===== config.mk =====
export PLATFORM = sky130hd
export DESIGN_NAME = axioma_uart_rx_sampler
export DESIGN_NICKNAME = d
export VERILOG_FILES = /design/src/rtl/axioma_uart_rx_sampler.sv
export SDC_FILE = /design/constraint.sdc
export NUM_CORES = 1
export LEC_CHECK = 0
export CAP_MARGIN = 10
export CORE_UTILIZATION = 57
export CTS_BUF_LIST = sky130_fd_sc_hd__clkbuf_8
export CTS_CLUSTER_DIAMETER = 40
export CTS_CLUSTER_SIZE = 16
export DETAILED_ROUTE_END_ITERATION = 10
export PLACE_DENSITY_LB_ADDON = 0.05
export REMOVE_ABC_BUFFERS = 1
export SETUP_SLACK_MARGIN = 0.5
export SYNTH_ARGS = -nofsm -noshare
export SYNTH_HDL_FRONTEND = slang
export SYNTH_SLANG_ARGS = --single-unit

===== constraint.sdc =====
create_clock -name clk -period 3.1 [get_ports clk]
set_input_delay 0.775 -clock clk [delete_from_list [all_inputs] [get_ports clk]]
set_output_delay 0.775 -clock clk [all_outputs]
set_load 0.01 [all_outputs]

===== src/rtl/axioma_uart_rx_sampler.sv =====
// Oversampling UART receive front-end: pin synchroniser, baud prescaler, 3-sample majority
// bit decision, frame FSM and a 2-entry receive FIFO with FE/UPE/DOR status.
module axioma_uart_rx_sampler #(
  parameter int unsigned SYNC_STAGES = 2
) (
  input  logic        clk,
  input  logic        reset_n,
  input  logic        rxd_in_i,
  input  logic        rx_en_i,
  input  logic [11:0] ubrr_i,
  input  logic        u2x_i,
  input  logic [2:0]  ucsz_i,
  input  logic [1:0]  upm_i,
  input  logic        rd_pop_i,
  output logic [7:0]  rx_data_o,
  output logic        rx_fe_o,
  output logic        rx_upe_o,
  output logic        rx_dor_o,
  output logic        rx_avail_o,
  output logic        rx_busy_o,
  output logic [7:0]  debug_state_o
);

  typedef enum logic [2:0] {
    StIdle   = 3'd0,
    StStart  = 3'd1,
    StData   = 3'd2,
    StParity = 3'd3,
    StStop   = 3'd4
  } state_e;

  state_e state_q, state_d;

  logic [SYNC_STAGES-1:0] sync_q;
  logic [11:0]            presc_q, presc_d;
  logic [3:0]             phase_q, phase_d;
  logic [2:0]             bit_idx_q, bit_idx_d;
  logic [7:0]             data_q, data_d;
  logic [1:0]             samp_q, samp_d;
  logic                   upe_q, upe_d;
  logic                   os8_q, os8_d;
  logic [2:0]             nbits_q, nbits_d;
  logic                   par_en_q, par_en_d;
  logic                   par_odd_q, par_odd_d;

  logic [1:0][9:0]        mem_q, mem_d;
  logic                   rd_ptr_q, rd_ptr_d;
  logic [1:0]             count_q, count_d;
  logic                   dor_q, dor_d;

  logic       rxs, tick, wrap, decide, maj;
  logic [3:0] samp_base, last_phase;
  logic       push, push_fe;

  assign rxs        = sync_q[SYNC_STAGES-1];
  assign tick       = (presc_q == 12'd0);
  assign samp_base  = os8_q ? 4'd3 : 4'd7;
  assign last_phase = os8_q ? 4'd7 : 4'd15;
  assign wrap       = tick && (phase_q == last_phase);
  assign decide     = tick && (phase_q == samp_base + 4'd2);
  assign maj        = (samp_q[0] & samp_q[1]) | (samp_q[0] & rxs) | (samp_q[1] & rxs);

  always_comb begin
    state_d   = state_q;
    phase_d   = phase_q;
    bit_idx_d = bit_idx_q;
    data_d    = data_q;
    samp_d    = samp_q;
    upe_d     = upe_q;
    os8_d     = os8_q;
    nbits_d   = nbits_q;
    par_en_d  = par_en_q;
    par_odd_d = par_odd_q;
    presc_d   = tick ? ubrr_i : presc_q - 12'd1;
    push      = 1'b0;
    push_fe   = 1'b0;

    if (state_q != StIdle && tick) begin
      phase_d = wrap ? 4'd0 : phase_q + 4'd1;
    end
    if (tick && phase_q == samp_base) samp_d[0] = rxs;
    if (tick && phase_q == samp_base + 4'd1) samp_d[1] = rxs;

    unique case (state_q)
      StIdle: begin
        if (rx_en_i && !rxs) begin
          state_d   = StStart;
          presc_d   = ubrr_i;
          phase_d   = 4'd0;
          bit_idx_d = 3'd0;
          data_d    = 8'd0;
          upe_d     = 1'b0;
          os8_d     = u2x_i;
          // Stored as N-1; ucsz 4..7 behave as 8-bit characters.
          nbits_d   = ucsz_i[2] ? 3'd7 : 3'd4 + {1'b0, ucsz_i[1:0]};
          par_en_d  = upm_i[1];
          par_odd_d = upm_i[0];
        end
      end
      StStart: begin
        if (decide && maj) begin
          state_d = StIdle;
        end else if (wrap) begin
          state_d   = StData;
          bit_idx_d = 3'd0;
        end
      end
      StData: begin
        if (decide) data_d[bit_idx_q] = maj;
        if (wrap) begin
          if (bit_idx_q == nbits_q) begin
            state_d = par_en_q ? StParity : StStop;
          end else begin
            bit_idx_d = bit_idx_q + 3'd1;
          end
        end
      end
      StParity: begin
        if (decide) upe_d = maj ^ (^data_q) ^ par_odd_q;
        if (wrap) state_d = StStop;
      end
      StStop: begin
        // Leave mid stop bit so the next start edge is not missed.
        if (decide) begin
          push    = 1'b1;
          push_fe = ~maj;
          state_d = StIdle;
        end
      end
      default: state_d = StIdle;
    endcase

    if (!rx_en_i) state_d = StIdle;
  end

  logic       pop_eff, push_ok, wr_idx;
  logic [1:0] cnt_after_pop;

  always_comb begin
    pop_eff       = rd_pop_i && (count_q != 2'd0);
    cnt_after_pop = count_q - {1'b0, pop_eff};
    // Pop is applied before push, so a pop in the same cycle frees a slot.
    push_ok       = push && (cnt_after_pop != 2'd2);
    wr_idx        = rd_ptr_q ^ count_q[0];
    mem_d         = mem_q;
    if (push_ok) mem_d[wr_idx] = {push_fe, upe_q, data_q};
    rd_ptr_d = rd_ptr_q ^ pop_eff;
    count_d  = cnt_after_pop + {1'b0, push_ok};
    dor_d    = dor_q;
    if (rd_pop_i) dor_d = 1'b0;
    if (push && !push_ok) dor_d = 1'b1;
    if (!rx_en_i) begin
      rd_ptr_d = 1'b0;
      count_d  = 2'd0;
      dor_d    = 1'b0;
    end
  end

  always_ff @(posedge clk or negedge reset_n) begin
    if (!reset_n) begin
      sync_q    <= '1;
      state_q   <= StIdle;
      presc_q   <= 12'd0;
      phase_q   <= 4'd0;
      bit_idx_q <= 3'd0;
      data_q    <= 8'd0;
      samp_q    <= 2'b11;
      upe_q     <= 1'b0;
      os8_q     <= 1'b0;
      nbits_q   <= 3'd7;
      par_en_q  <= 1'b0;
      par_odd_q <= 1'b0;
      mem_q     <= '0;
      rd_ptr_q  <= 1'b0;
      count_q   <= 2'd0;
      dor_q     <= 1'b0;
    end else begin
      sync_q    <= {sync_q[SYNC_STAGES-2:0], rxd_in_i};
      state_q   <= state_d;
      presc_q   <= presc_d;
      phase_q   <= phase_d;
      bit_idx_q <= bit_idx_d;
      data_q    <= data_d;
      samp_q    <= samp_d;
      upe_q     <= upe_d;
      os8_q     <= os8_d;
      nbits_q   <= nbits_d;
      par_en_q  <= par_en_d;
      par_odd_q <= par_odd_d;
      mem_q     <= mem_d;
      rd_ptr_q  <= rd_ptr_d;
      count_q   <= count_d;
      dor_q     <= dor_d;
    end
  end

  logic [9:0] head;
  assign head          = mem_q[rd_ptr_q];
  assign rx_avail_o    = (count_q != 2'd0);
  assign rx_data_o     = rx_avail_o ? head[7:0] : 8'd0;
  assign rx_upe_o      = rx_avail_o & head[8];
  assign rx_fe_o       = rx_avail_o & head[9];
  assign rx_dor_o      = dor_q;
  assign rx_busy_o     = (state_q != StIdle);
  assign debug_state_o = {state_q, count_q, bit_idx_q};

endmodule

==> flow_summary.toml <==
[logic_synthesis]
async_reset_ff_share_pct = 100
synth_seq_area_share_pct = 46.6
yosys.area_share.adder_pct = 2.82
synth_top_family_by_area = "simple AND/OR/NAND/NOR gates"
ys_ff_latch = 64
synth-edff-count = 0
synth-main-ff-cell = "dfrtp_1"
synthSimpleGateAreaFrac_pct = 17.1
synth-warning-count = 0
muxShareOfSynthArea_pct = 11.5
synth_compound_area_share_pct = 11.4
synthXorXnorAreaFrac_pct = 7.10
synth.distinct_cells = 46
syn_area_per_cell_um2 = 9.87
synthCells = 350
netlist_area_um2 = 3460

[routing]
drc = 0
routed_wirelength_um = 7360
dr.pass1.iters = 5
drtIter0Drc = 177
vias = 2651
drt-wirelength-per-cell_um = 15.5
ant_nets = 0
avgViaCountPerCell = 5.57

[power]
p_leak_nw = 1.80
peakVddDrop_mv = 0.437
power.density_nw_per_um2 = 595
power_frac_clock_pct = 29.3
sw_frac_of_total_pct = 33.6
design_power_total_mw = 2.52
p_int_mw = 1.68
combPwrFrac_pct = 26.2
power_frac_seq_pct = 44.5
switchingPower_mw = 0.850

[layout]
final_nets = 429
antennaDiodeCount = 0
mostFrequentLayoutCell = "dfrtp_1"
fillers = 399
syn_to_final_growth_pct = 22.8
fin_util_pct = 74.8
final_layout_size_suffix_gt1_share_pct = 18.1
layout_common_cells = "56 x dfrtp_1, 42 x clkdlybuf4s50_1, 32 x o21ai_0, 31 x nand2_1, 31 x nor2_1"

[worst_setup_path]
rr_worst_depth = 8
crit_fanout = 12
critPathCaptureType = "output port"
critPathKind = "register to output port"
worst-endpoint-required_ps = 2320
startpoint_type = "register"
rr_startpoint = "presc_q[0]"
regToRegSetupSlack_ps = 630
r2r_end = "mem_q[10]"
cp.arrival_ps = 1760

[hold_path]
min_from = "sync_q[0]"
hp-class = "register to register"
holdPathEnd = "sync_q[1]"
min_delay_path_depth = 0

[clock_tree]
cts_root_buffer = "clkbuf_8"
cts.path.max_buffers = 2
cts_made_buffers = 9
cts.clk_slew.worst_paths_ps = 80
worstSkewPairLatency_ps = 340
htreeDepth = 3
ctsHoldBuffers = 0
cts_num_sinks = 64
cts_tree = "done"

[timing]
fin_crit_sh_pct = 81.7
min_period_ps = 2530
setup_viol = 0
worstMarginPinSlew_ps = 779
final_hold_viol_count = 0
rsz0062_at_grt = "true"
fin_skew_ps = 8.39
maxSlewViolCount = 0
max-slew-margin-rel_pct = 48.1
fmax_mhz = 395
fin_tns_setup_ps = 0

[floorplanning]
io_pins = 44
fp.dieH_um = 79.9
start_util_pct = 60.9
core_area_um2 = 5680
fp.dieW_um = 79.9
fp-row-count = 27
dieArea_um2 = 6380

[placed_design]
dp_hpwl_um = 5090
gp_congestion = 0.913
place.port_buffers = 43

[global_routing]
antenna_found_initial = 0
grt_max_degree = 65
grt-ovfl-total = 0
gr-usage-all-layers_pct = 24.7
grt_pass1_wl_um = 12000
grt_pass1_vias = 2568

[outcome]
status = "complete, no violations"

[job]
cap_violations = 0
-- layer usage --
layer,part of all wire [%],wire length [um],global-route usage [%]
met1,45,3310,32.6
met5,0,0,0
met2,51,3760,41.5
met4,1.3,93,8.57
met3,2.7,196,3.77
-- final cells by class --
cell class	instances	area, um^2	area share (%)
timing repair buffer	54	508	12.0
clock buffer	10	138	3.24
tap	72	90.1	2.12
inverter	15	60.1	1.42
clock inverter	6	67.6	1.59
multi-input combinational	255	1770	41.6
sequential	64	1610	38.0
-- per-stage QoR --
step	std cells	area (um^2)	hold slack [ps]	setup WS, ps
floorplan	334	3390	345	103
global placement	457	3980	346	241
detailed placement	457	3980	349	197
CTS	474	4200	363	515
global route	476	4240	361	493
finish	476	4240	361	567
-- logic make-up (layout without fill, tap and decap cells) --
| family | count (synthesis) | in the layout |
|---|---|---|
| buf+inv | 31 | 85 |
| flops | 64 | 64 |
| mux | 37 | 37 |
| xor+xnor | 28 | 28 |
| compound gates | 67 | 67 |
| fa+ha+maj | 8 | 8 |
| simple gates | 115 | 115 |
-- flip-flops by register name, summed over array words and instances (netlist names) --
register and cells:
bit_idx_q 3, count_q 2, data_q 8, mem_q 20
nbits_q 2, os8_q 1, par_en_q 1, par_odd_q 1
phase_q 4, presc_q 12, rd_ptr_q 1, rx_dor_o 1
samp_q 2, state_q 3, sync_q 2, upe_q 1
-- cell usage after synthesis (all sizes together), types with 4 or more instances --
cell type | count | area (um^2)
mux2 | 23 | 259
nand3 | 10 | 50.1
nor3 | 8 | 51.3
xnor2 | 13 | 114
nand4 | 4 | 25.0
ha | 7 | 87.6
o21ai | 32 | 160
mux2i | 14 | 140
o31ai | 5 | 37.5
inv | 15 | 56.3
dfstp | 6 | 158
nand2 | 31 | 116
a31oi | 4 | 25.0
clkbuf | 13 | 48.8
xor2 | 15 | 131
dfrtp | 58 | 1450
nand2b | 8 | 50.1
nor2 | 32 | 120
a21oi | 13 | 65.1
and2 | 4 | 25.0
-- critical path: stages (launching register included) --
cell and delay [ps]:
dfrtp_4 590, mux2i_1 150, nor2_1 110, clkdlybuf4s50_1 560
-- timing repair --
action	4_1_cts	5_1_grt
pin swaps	0	1
gates resized for setup	4	11
endpoints found under the setup margin	25	20
gates cloned	0	1
setup buffers	1	1
-- power by group through the flow --
stage	registers, mW	logic, mW	clock network [mW]
4_1_cts	1.12	0.656	0.748
6_report	1.12	0.663	0.739
3_3_place_gp	1.12	0.622	0
5_1_grt	1.14	0.742	0.785
2_1_floorplan	1.10	0.425	0
3_5_place_dp	1.13	0.644	0
-- worst max-delay path by stage --
stage	depth (start not counted)	endpoint	slack (ps)	from
floorplan	7	mem_q[10]	100	count_q[0]
global placement	8	mem_q[13]	240	rd_pop_i
detailed placement	8	mem_q[12]	200	rd_pop_i
CTS	8	mem_q[14]	520	rd_pop_i
global route	3	rx_data_o[6]	490	rd_ptr_q
finish	3	rx_data_o[6]	570	rd_ptr_q
Power figures use the tool's default switching activity.
